File: src/rtl/int_vector_ctrl_if.sv
// -----------------------------------------------------------------------------
// int_vector_ctrl_if
// Shared RAM port used by the interrupt controller to fetch handler addresses
// from the vector table.
//   ram_add_bus        byte address of the vector entry
//   ram_size           access size (3 = word)
//   ram_rw             00 idle, 10 read
//   ram_data_bus_read  read data returned by the RAM
//   isCplt             RAM completion strobe
//   get_ram_ask        controller requests ownership of the RAM port
// Modports: master = interrupt controller, slave = RAM / arbiter side.
// -----------------------------------------------------------------------------
interface int_vector_ctrl_if;
    logic [31:0] ram_add_bus;
    logic [1:0]  ram_size;
    logic [1:0]  ram_rw;
    logic [31:0] ram_data_bus_read;
    logic        isCplt;
    logic        get_ram_ask;

    modport master (
        output ram_add_bus, ram_size, ram_rw, get_ram_ask,
        input  ram_data_bus_read, isCplt
    );

    modport slave (
        input  ram_add_bus, ram_size, ram_rw, get_ram_ask,
        output ram_data_bus_read, isCplt
    );
endinterface

File: src/rtl/int_vector_ctrl.sv
// -----------------------------------------------------------------------------
// int_vector_ctrl
// Multi-source interrupt controller. Latches rising edges on N_EXT external
// lines plus one level-sensitive internal request, picks one by fixed priority
// (external lowest index first, then internal), freezes the pipeline, saves the
// resume address, reads the handler address from the vector table over the
// shared RAM port (with timeout fallback) and writes it to pc.
// Ports:
//   clk, rst_n              clock, asynchronous active-low reset
//   ext_req, ext_mask       external request lines / per-line enables
//   int_sign_internal,
//   int_num_internal        internal (exception) request and its number
//   sys                     status register, sys[0] = global enable
//   p1..p4_add, pc, p*_run  pipeline addresses and stage valid flags
//   la_ta_ask, clean_ask    privilege/ipc write request, pipeline flush
//   ipc_w, pc_w, pc_we      resume address, handler address, pc write strobe
//   pending, active_num     latched external requests, serviced number
//   vec_fault               one-cycle pulse when the vector fetch timed out
//   ram                     shared RAM port (master side)
// -----------------------------------------------------------------------------
module int_vector_ctrl #(
    parameter int          N_EXT        = 8,
    parameter logic [7:0]  EXT_NUM_BASE = 8'h10,
    parameter logic [31:0] VEC_BASE     = 32'h0000_0000,
    parameter int          TIMEOUT      = 16,
    parameter logic [31:0] FAULT_PC     = 32'h0000_0004
) (
    input  logic              clk,
    input  logic              rst_n,
    input  logic [N_EXT-1:0]  ext_req,
    input  logic [N_EXT-1:0]  ext_mask,
    input  logic              int_sign_internal,
    input  logic [7:0]        int_num_internal,
    input  logic [31:0]       sys,
    input  logic [31:0]       p1_add,
    input  logic [31:0]       p2_add,
    input  logic [31:0]       p3_add,
    input  logic [31:0]       p4_add,
    input  logic [31:0]       pc,
    input  logic              p1_run,
    input  logic              p2_run,
    input  logic              p3_run,
    output logic              la_ta_ask,
    output logic              clean_ask,
    output logic [31:0]       ipc_w,
    output logic [31:0]       pc_w,
    output logic              pc_we,
    output logic [N_EXT-1:0]  pending,
    output logic [7:0]        active_num,
    output logic              vec_fault,
    int_vector_ctrl_if.master ram
);

    localparam int IDX_W = (N_EXT > 1) ? $clog2(N_EXT) : 1;
    localparam int TMR_W = (TIMEOUT > 1) ? $clog2(TIMEOUT) : 1;
    localparam logic [TMR_W-1:0] TMR_LAST = TMR_W'(TIMEOUT - 1);

    typedef enum logic [1:0] {
        IDLE,
        FETCH,
        LOAD
    } state_t;

    state_t             state, next_state;
    logic [N_EXT-1:0]   ext_req_q;
    logic [TMR_W-1:0]   timer;

    logic [N_EXT-1:0]   eligible;
    logic               ext_any;
    logic               trig;
    logic [IDX_W-1:0]   win_idx;
    logic [7:0]         sel_num;
    logic [31:0]        resume_add;
    logic [N_EXT-1:0]   accept_clr;
    logic               timed_out;

    // Only the global-enable bit of the status register matters here.
    logic unused_sys;
    assign unused_sys = ^sys[31:1];

    assign eligible = pending & ext_mask;
    assign ext_any  = |eligible;
    assign trig     = sys[0] & (int_sign_internal | ext_any);

    // Scanning downward makes the lowest set index the last (winning) write.
    // NOTE: every always_comb output gets a default before any branch so no latch is inferred.
    always_comb begin
        win_idx = '0;
        for (int i = N_EXT - 1; i >= 0; i--) begin
            if (eligible[i]) win_idx = IDX_W'(i);
        end
    end

    assign sel_num = ext_any ? (EXT_NUM_BASE + 8'(win_idx)) : int_num_internal;

    // With both sources present the external one is taken, so the faulting
    // instruction in stage 4 must re-execute after the handler returns.
    always_comb begin
        if (ext_any && int_sign_internal) resume_add = p4_add;
        else if (p3_run)                  resume_add = p3_add;
        else if (p2_run)                  resume_add = p2_add;
        else if (p1_run)                  resume_add = p1_add;
        else                              resume_add = pc;
    end

    assign accept_clr = (state == IDLE && trig && ext_any)
                      ? (N_EXT'(1) << win_idx) : '0;

    // NOTE: sequential state uses non-blocking assignments so all registers update from pre-edge values.
    always_ff @(posedge clk or negedge rst_n) begin
        if (!rst_n) state <= IDLE;
        else        state <= next_state;
    end

    always_comb begin
        next_state = state;
        la_ta_ask  = 1'b0;
        clean_ask  = 1'b0;
        pc_we      = 1'b0;
        timed_out  = 1'b0;
        unique case (state)
            IDLE: begin
                if (trig) begin
                    next_state = FETCH;
                    la_ta_ask  = 1'b1;
                    clean_ask  = 1'b1;
                end
            end
            FETCH: begin
                la_ta_ask = 1'b1;
                clean_ask = 1'b1;
                // A completion in the timeout cycle still counts as success.
                if (ram.isCplt) begin
                    next_state = LOAD;
                end else if (timer == TMR_LAST) begin
                    next_state = LOAD;
                    timed_out  = 1'b1;
                end
            end
            LOAD: begin
                la_ta_ask  = 1'b1;
                clean_ask  = 1'b1;
                pc_we      = 1'b1;
                next_state = IDLE;
            end
            default: next_state = IDLE;
        endcase
    end

    always_ff @(posedge clk or negedge rst_n) begin
        if (!rst_n) begin
            ext_req_q       <= '0;
            pending         <= '0;
            ipc_w           <= '0;
            pc_w            <= '0;
            active_num      <= '0;
            vec_fault       <= 1'b0;
            timer           <= '0;
            ram.ram_add_bus <= '0;
            ram.ram_size    <= '0;
            ram.ram_rw      <= '0;
            ram.get_ram_ask <= 1'b0;
        end else begin
            ext_req_q <= ext_req;
            // A new edge on the line being accepted must not be lost.
            pending   <= (pending & ~accept_clr) | (ext_req & ~ext_req_q);
            vec_fault <= 1'b0;

            unique case (state)
                IDLE: begin
                    if (trig) begin
                        ipc_w           <= resume_add;
                        active_num      <= sel_num;
                        ram.ram_add_bus <= VEC_BASE + {22'd0, sel_num, 2'b00};
                        ram.ram_size    <= 2'd3;
                        ram.ram_rw      <= 2'b10;
                        ram.get_ram_ask <= 1'b1;
                        timer           <= '0;
                    end
                end
                FETCH: begin
                    if (ram.isCplt || timed_out) begin
                        pc_w            <= ram.isCplt ? ram.ram_data_bus_read : FAULT_PC;
                        vec_fault       <= timed_out;
                        ram.ram_add_bus <= '0;
                        ram.ram_size    <= '0;
                        ram.ram_rw      <= '0;
                        ram.get_ram_ask <= 1'b0;
                    end else begin
                        timer <= timer + TMR_W'(1);
                    end
                end
                default: ;
            endcase
        end
    end

endmodule

File: src/flat_wrapper.sv
// flat-port wrapper written by rule: the top's interface ports become plain ports
module int_vector_ctrl_flat 
#(
    parameter int          N_EXT        = 8,
    parameter logic [7:0]  EXT_NUM_BASE = 8'h10,
    parameter logic [31:0] VEC_BASE     = 32'h0000_0000,
    parameter int          TIMEOUT      = 16,
    parameter logic [31:0] FAULT_PC     = 32'h0000_0004
)
  (clk, rst_n, ext_req, ext_mask, int_sign_internal, int_num_internal, sys, p1_add, p2_add, p3_add, p4_add, pc, p1_run, p2_run, p3_run, la_ta_ask, clean_ask, ipc_w, pc_w, pc_we, pending, active_num, vec_fault, ram_ram_add_bus, ram_ram_size, ram_ram_rw, ram_get_ram_ask, ram_ram_data_bus_read, ram_isCplt);
  int_vector_ctrl_if ram_i ();
  input  logic clk;
  input  logic rst_n;
  input  logic [N_EXT-1:0] ext_req;
  input  logic [N_EXT-1:0] ext_mask;
  input  logic int_sign_internal;
  input  logic [7:0] int_num_internal;
  input  logic [31:0] sys;
  input  logic [31:0] p1_add;
  input  logic [31:0] p2_add;
  input  logic [31:0] p3_add;
  input  logic [31:0] p4_add;
  input  logic [31:0] pc;
  input  logic p1_run;
  input  logic p2_run;
  input  logic p3_run;
  output logic la_ta_ask;
  output logic clean_ask;
  output logic [31:0] ipc_w;
  output logic [31:0] pc_w;
  output logic pc_we;
  output logic [N_EXT-1:0] pending;
  output logic [7:0] active_num;
  output logic vec_fault;
  output wire logic [$bits(ram_i.ram_add_bus)-1:0] ram_ram_add_bus;
  output wire logic [$bits(ram_i.ram_size)-1:0] ram_ram_size;
  output wire logic [$bits(ram_i.ram_rw)-1:0] ram_ram_rw;
  output wire logic [$bits(ram_i.get_ram_ask)-1:0] ram_get_ram_ask;
  input wire logic [$bits(ram_i.ram_data_bus_read)-1:0] ram_ram_data_bus_read;
  input wire logic [$bits(ram_i.isCplt)-1:0] ram_isCplt;
  assign ram_ram_add_bus = ram_i.ram_add_bus;
  assign ram_ram_size = ram_i.ram_size;
  assign ram_ram_rw = ram_i.ram_rw;
  assign ram_get_ram_ask = ram_i.get_ram_ask;
  assign ram_i.ram_data_bus_read = ram_ram_data_bus_read;
  assign ram_i.isCplt = ram_isCplt;
  int_vector_ctrl #(.N_EXT(N_EXT), .EXT_NUM_BASE(EXT_NUM_BASE), .VEC_BASE(VEC_BASE), .TIMEOUT(TIMEOUT), .FAULT_PC(FAULT_PC)) u_core (.clk(clk), .rst_n(rst_n), .ext_req(ext_req), .ext_mask(ext_mask), .int_sign_internal(int_sign_internal), .int_num_internal(int_num_internal), .sys(sys), .p1_add(p1_add), .p2_add(p2_add), .p3_add(p3_add), .p4_add(p4_add), .pc(pc), .p1_run(p1_run), .p2_run(p2_run), .p3_run(p3_run), .la_ta_ask(la_ta_ask), .clean_ask(clean_ask), .ipc_w(ipc_w), .pc_w(pc_w), .pc_we(pc_we), .pending(pending), .active_num(active_num), .vec_fault(vec_fault), .ram(ram_i));
endmodule
File: config.mk
export PLATFORM = sky130hd
export DESIGN_NAME = int_vector_ctrl_flat
export DESIGN_NICKNAME = d
export VERILOG_FILES = /design/src/rtl/int_vector_ctrl_if.sv /design/src/rtl/int_vector_ctrl.sv /design/src/flat_wrapper.sv
export SDC_FILE = /design/constraint.sdc
export NUM_CORES = 1
export LEC_CHECK = 0
export CORE_MARGIN = 4
export CORE_UTILIZATION = 30
export CTS_BUF_LIST = sky130_fd_sc_hd__clkbuf_8
export CTS_CLUSTER_SIZE = 16
export DETAILED_ROUTE_END_ITERATION = 8
export PLACE_DENSITY = 0.76
export SYNTH_ARGS = -nofsm -noshare
export SYNTH_HDL_FRONTEND = slang
export SYNTH_SLANG_ARGS = --single-unit
export TNS_END_PERCENT = 5
File: constraint.sdc
create_clock -name clk -period 5.3 [get_ports clk]
set_input_delay 0.795 -clock clk [delete_from_list [all_inputs] [get_ports clk]]
set_output_delay 0.795 -clock clk [all_outputs]
set_load 0.05 [all_outputs]
==> results.yml <==
run_status:
  status: "completed"
timing:
  setup_viol: 0
  slew_headroom_pct: 34.5
  hold_viol: 0
  fin_crit_sh_pct: 71.9
  tns_ns: 0
  period_minus_slack_ns: 3.81
  skew_ns: 0.0173
  fmax_mhz: 263
  rsz0062_at_grt: "false"
  holdWs_ns: 0.412
  maxSlewViolCount: 0
  tightest_slew_ns: 0.982
synthesis:
  synth_common_cells: "dfrtp_1, nor2_1, nand2_1, buf_4, o31ai_1"
  synthAdderAreaFrac_pct: 1.06
  yosys.area_share.simple_pct: 11.6
  yosys_register_bits: 104
  synth_cell_types: 47
  synth_edf_count: 0
  synth-xor-area-share_pct: 0
  yosysTopAreaCell: "dfrtp_1"
  synth_warnings: 0
  synth_compound_area_share_pct: 23.0
  synth_area_leaders: "dfrtp_1, a211oi_2, mux2i_1, a22o_1, buf_4"
  syn_area_per_cell_um2: 10.1
  synth_ff_type: "dfrtp_1"
  async_flop_share_pct: 100
  synth_area_um2: 5910
  synth_top_cell_area_share_pct: 44.0
  syn_inst: 585
  synth_top_family_by_area: "compound AO/OA/AOI/OAI gates"
  muxShareOfSynthArea_pct: 11.5
  ys_seq_area_share_pct: 44.0
  synth.most_common_cell: "dfrtp_1"
worst_setup_path:
  cp_num_buf_inv: 2
  cp_top_family: "buffers and inverters"
  start_kind: "flip-flop"
  worst-setup-path-type: "flip-flop to primary output"
  crit_required_ns: 4.51
  critPathSlowestCell: "clkdlybuf4s50_1"
  crit_chain: "inv_1, ha_1, and2_1, o21ai_4, a21oi_1, clkdlybuf4s50_1"
  endpoint_kind: "primary output"
  cp.arrival_ns: 3.01
  cpPeakStageDelay_ns: 0.90
  critPathMaxFanout: 11
pwr:
  power.leakage_nw: 3.86
  p_total_w: 0.00453
  pwr_density_cell_nw_per_um2: 486
  irDropWorstVdd_v: 0.000202
placement:
  place_congestion: 0.854
  place_inst: 1128
  portBuffers: 319
  dp_hpwl_mm: 15.3
clock_tree:
  insertion_delay_ns: 0.38
  post_cts_buffers: 0
  cts_buffer_depth: 2
  cts_resized: 0
  cts.clk_slew.worst_paths_ns: 0.12
  numCtsBuffers: 9
  cts_hold_buffers: 0
  cts_root_buffer: "clkbuf_8"
  tritoncts: "built"
  htreeDepth: 3
  clkSinkCount: 104
finish:
  drive_gt1_share_pct: 9.33
  nFillCells: 1870
  diodes: 0
  fin_cells: 1144
  postLayoutCoreUtil_pct: 48.0
  syn_to_final_growth_pct: 57.4
  final_nets: 1134
route:
  ant_nets: 0
  firstDrtPassIters: 4
  vias: 5387
  drc: 0
  first_iter_violations: 184
  vias_per_cell: 4.71
  post_drt_wl_per_cell_um: 17.0
  wl_mm: 19.4
global_route:
  gr-total-overflow: 0
  grt_max_degree: 90
  grt_pass1_vias: 5272
  antenna_found_initial: 0
  grt_usage_pct: 17.0
  grt_pass1_wl_mm: 29.5
floorplanning:
  ios: 376
  die_y_um: 148
  core-area_um2: 19400
  die_width_um: 148
  die_area_um2: 22000
  rows: 51
  start_util_pct: 30.5
run:
  drv_cap: 0
hold_path:
  hp-class: "flip-flop to flip-flop"
## report_power, final
part	leakage, nW	internal [W]	switching [W]
clock network	0.0978	0.000183	0.000308
logic	2.49	0.000970	0.00178
registers	1.27	0.00109	0.000192
total	3.86	0.00224	0.00228
## through the flow
stage | instance area (um^2) | setup slack, ns
2_1_floorplan | 6000 | 1.79
3_3_place_gp | 9120 | 1.50
3_5_place_dp | 9120 | 1.49
4_1_cts | 9310 | 1.43
5_1_grt | 9310 | 1.34
6_report | 9310 | 1.49
## worst register-to-register path, stage by stage, from the launching register on
cell and delay, ns:
dfrtp_1 0.41, inv_1 0.10, ha_1 0.47, nand2b_1 0.19
and3_1 0.24, a221oi_2 0.78, nand2b_1 0.20, o31ai_1 0.07
## area by class of cell
cell class,instances,area [um^2],area share (%)
Timing Repair Buffer,326,3230,34.7
Multi-Input combinational cell,415,2880,31.0
Sequential cell,104,2600,28.0
Tap cell,265,332,3.56
Clock buffer,9,124,1.33
Clock inverter,7,67.6,0.726
Inverter,18,67.6,0.726
## flip-flops by register name, indices dropped and copies added (netlist names)
signal and cells:
u_core.vec_fault 1, u_core.timer 4, u_core.pending 8, u_core.pc_w 32
u_core.ram.ram_size 1, u_core.active_num 8, u_core.ipc_w 32, u_core.ram.ram_add_bus 8
u_core.ext_req_q 8, u_core.state 2
## cells in the final DEF, fill, tap and decap left out, drive strengths merged, types with 2 or more instances in the layout
master	count
clkdlybuf4s50	316
dfrtp	104
nor2	71
nand2	61
o31ai	35
a22o	34
o21ai	33
mux2i	32
a211oi	32
mux2	32
conb	25
inv	22
buf	10
clkbuf	9
nand3	8
nand2b	6
a21oi	5
ha	5
a22oi	5
and2	4
and3	3
a211o	3
nand4	3
a32oi	2
o21a	2
a2111oi	2
nor3	2
clkinv	2
## logic make-up after synthesis
kind of cell	after synthesis
AOI/OAI and AO/OA	160
and+or+nand+nor	161
muxes	64
buffers and inverters	90
DFF	104
adders and majority gates	5
other	1
## path summary, 6_finish.rpt
path,startpoint,endpoint,slack [ns],depth (start not counted)
worst max-delay path,u_core.state[0],la_ta_ask,1.49,6
worst min-delay path,u_core.ext_req_q[5],u_core.pending[5],0.41,1
worst max register to register,u_core.state[1],u_core.ram.ram_add_bus[6],2.71,7
worst min register to register,u_core.ext_req_q[5],u_core.pending[5],0.41,1
max in group asynchronous,rst_n,u_core.ipc_w[17],3.73,2
min in group asynchronous,rst_n,u_core.pc_w[21],0.50,1
## per-layer routing
metal  global-route usage (%)  up-vias  wire length, um
li1                         -     2618                -
met1                     21.7     2530             7980
met4                     5.91        0              428
met5                        0        -                0
met3                     4.20       24             1490
met2                     28.2      215             9540
Power figures use the tool's default switching activity.
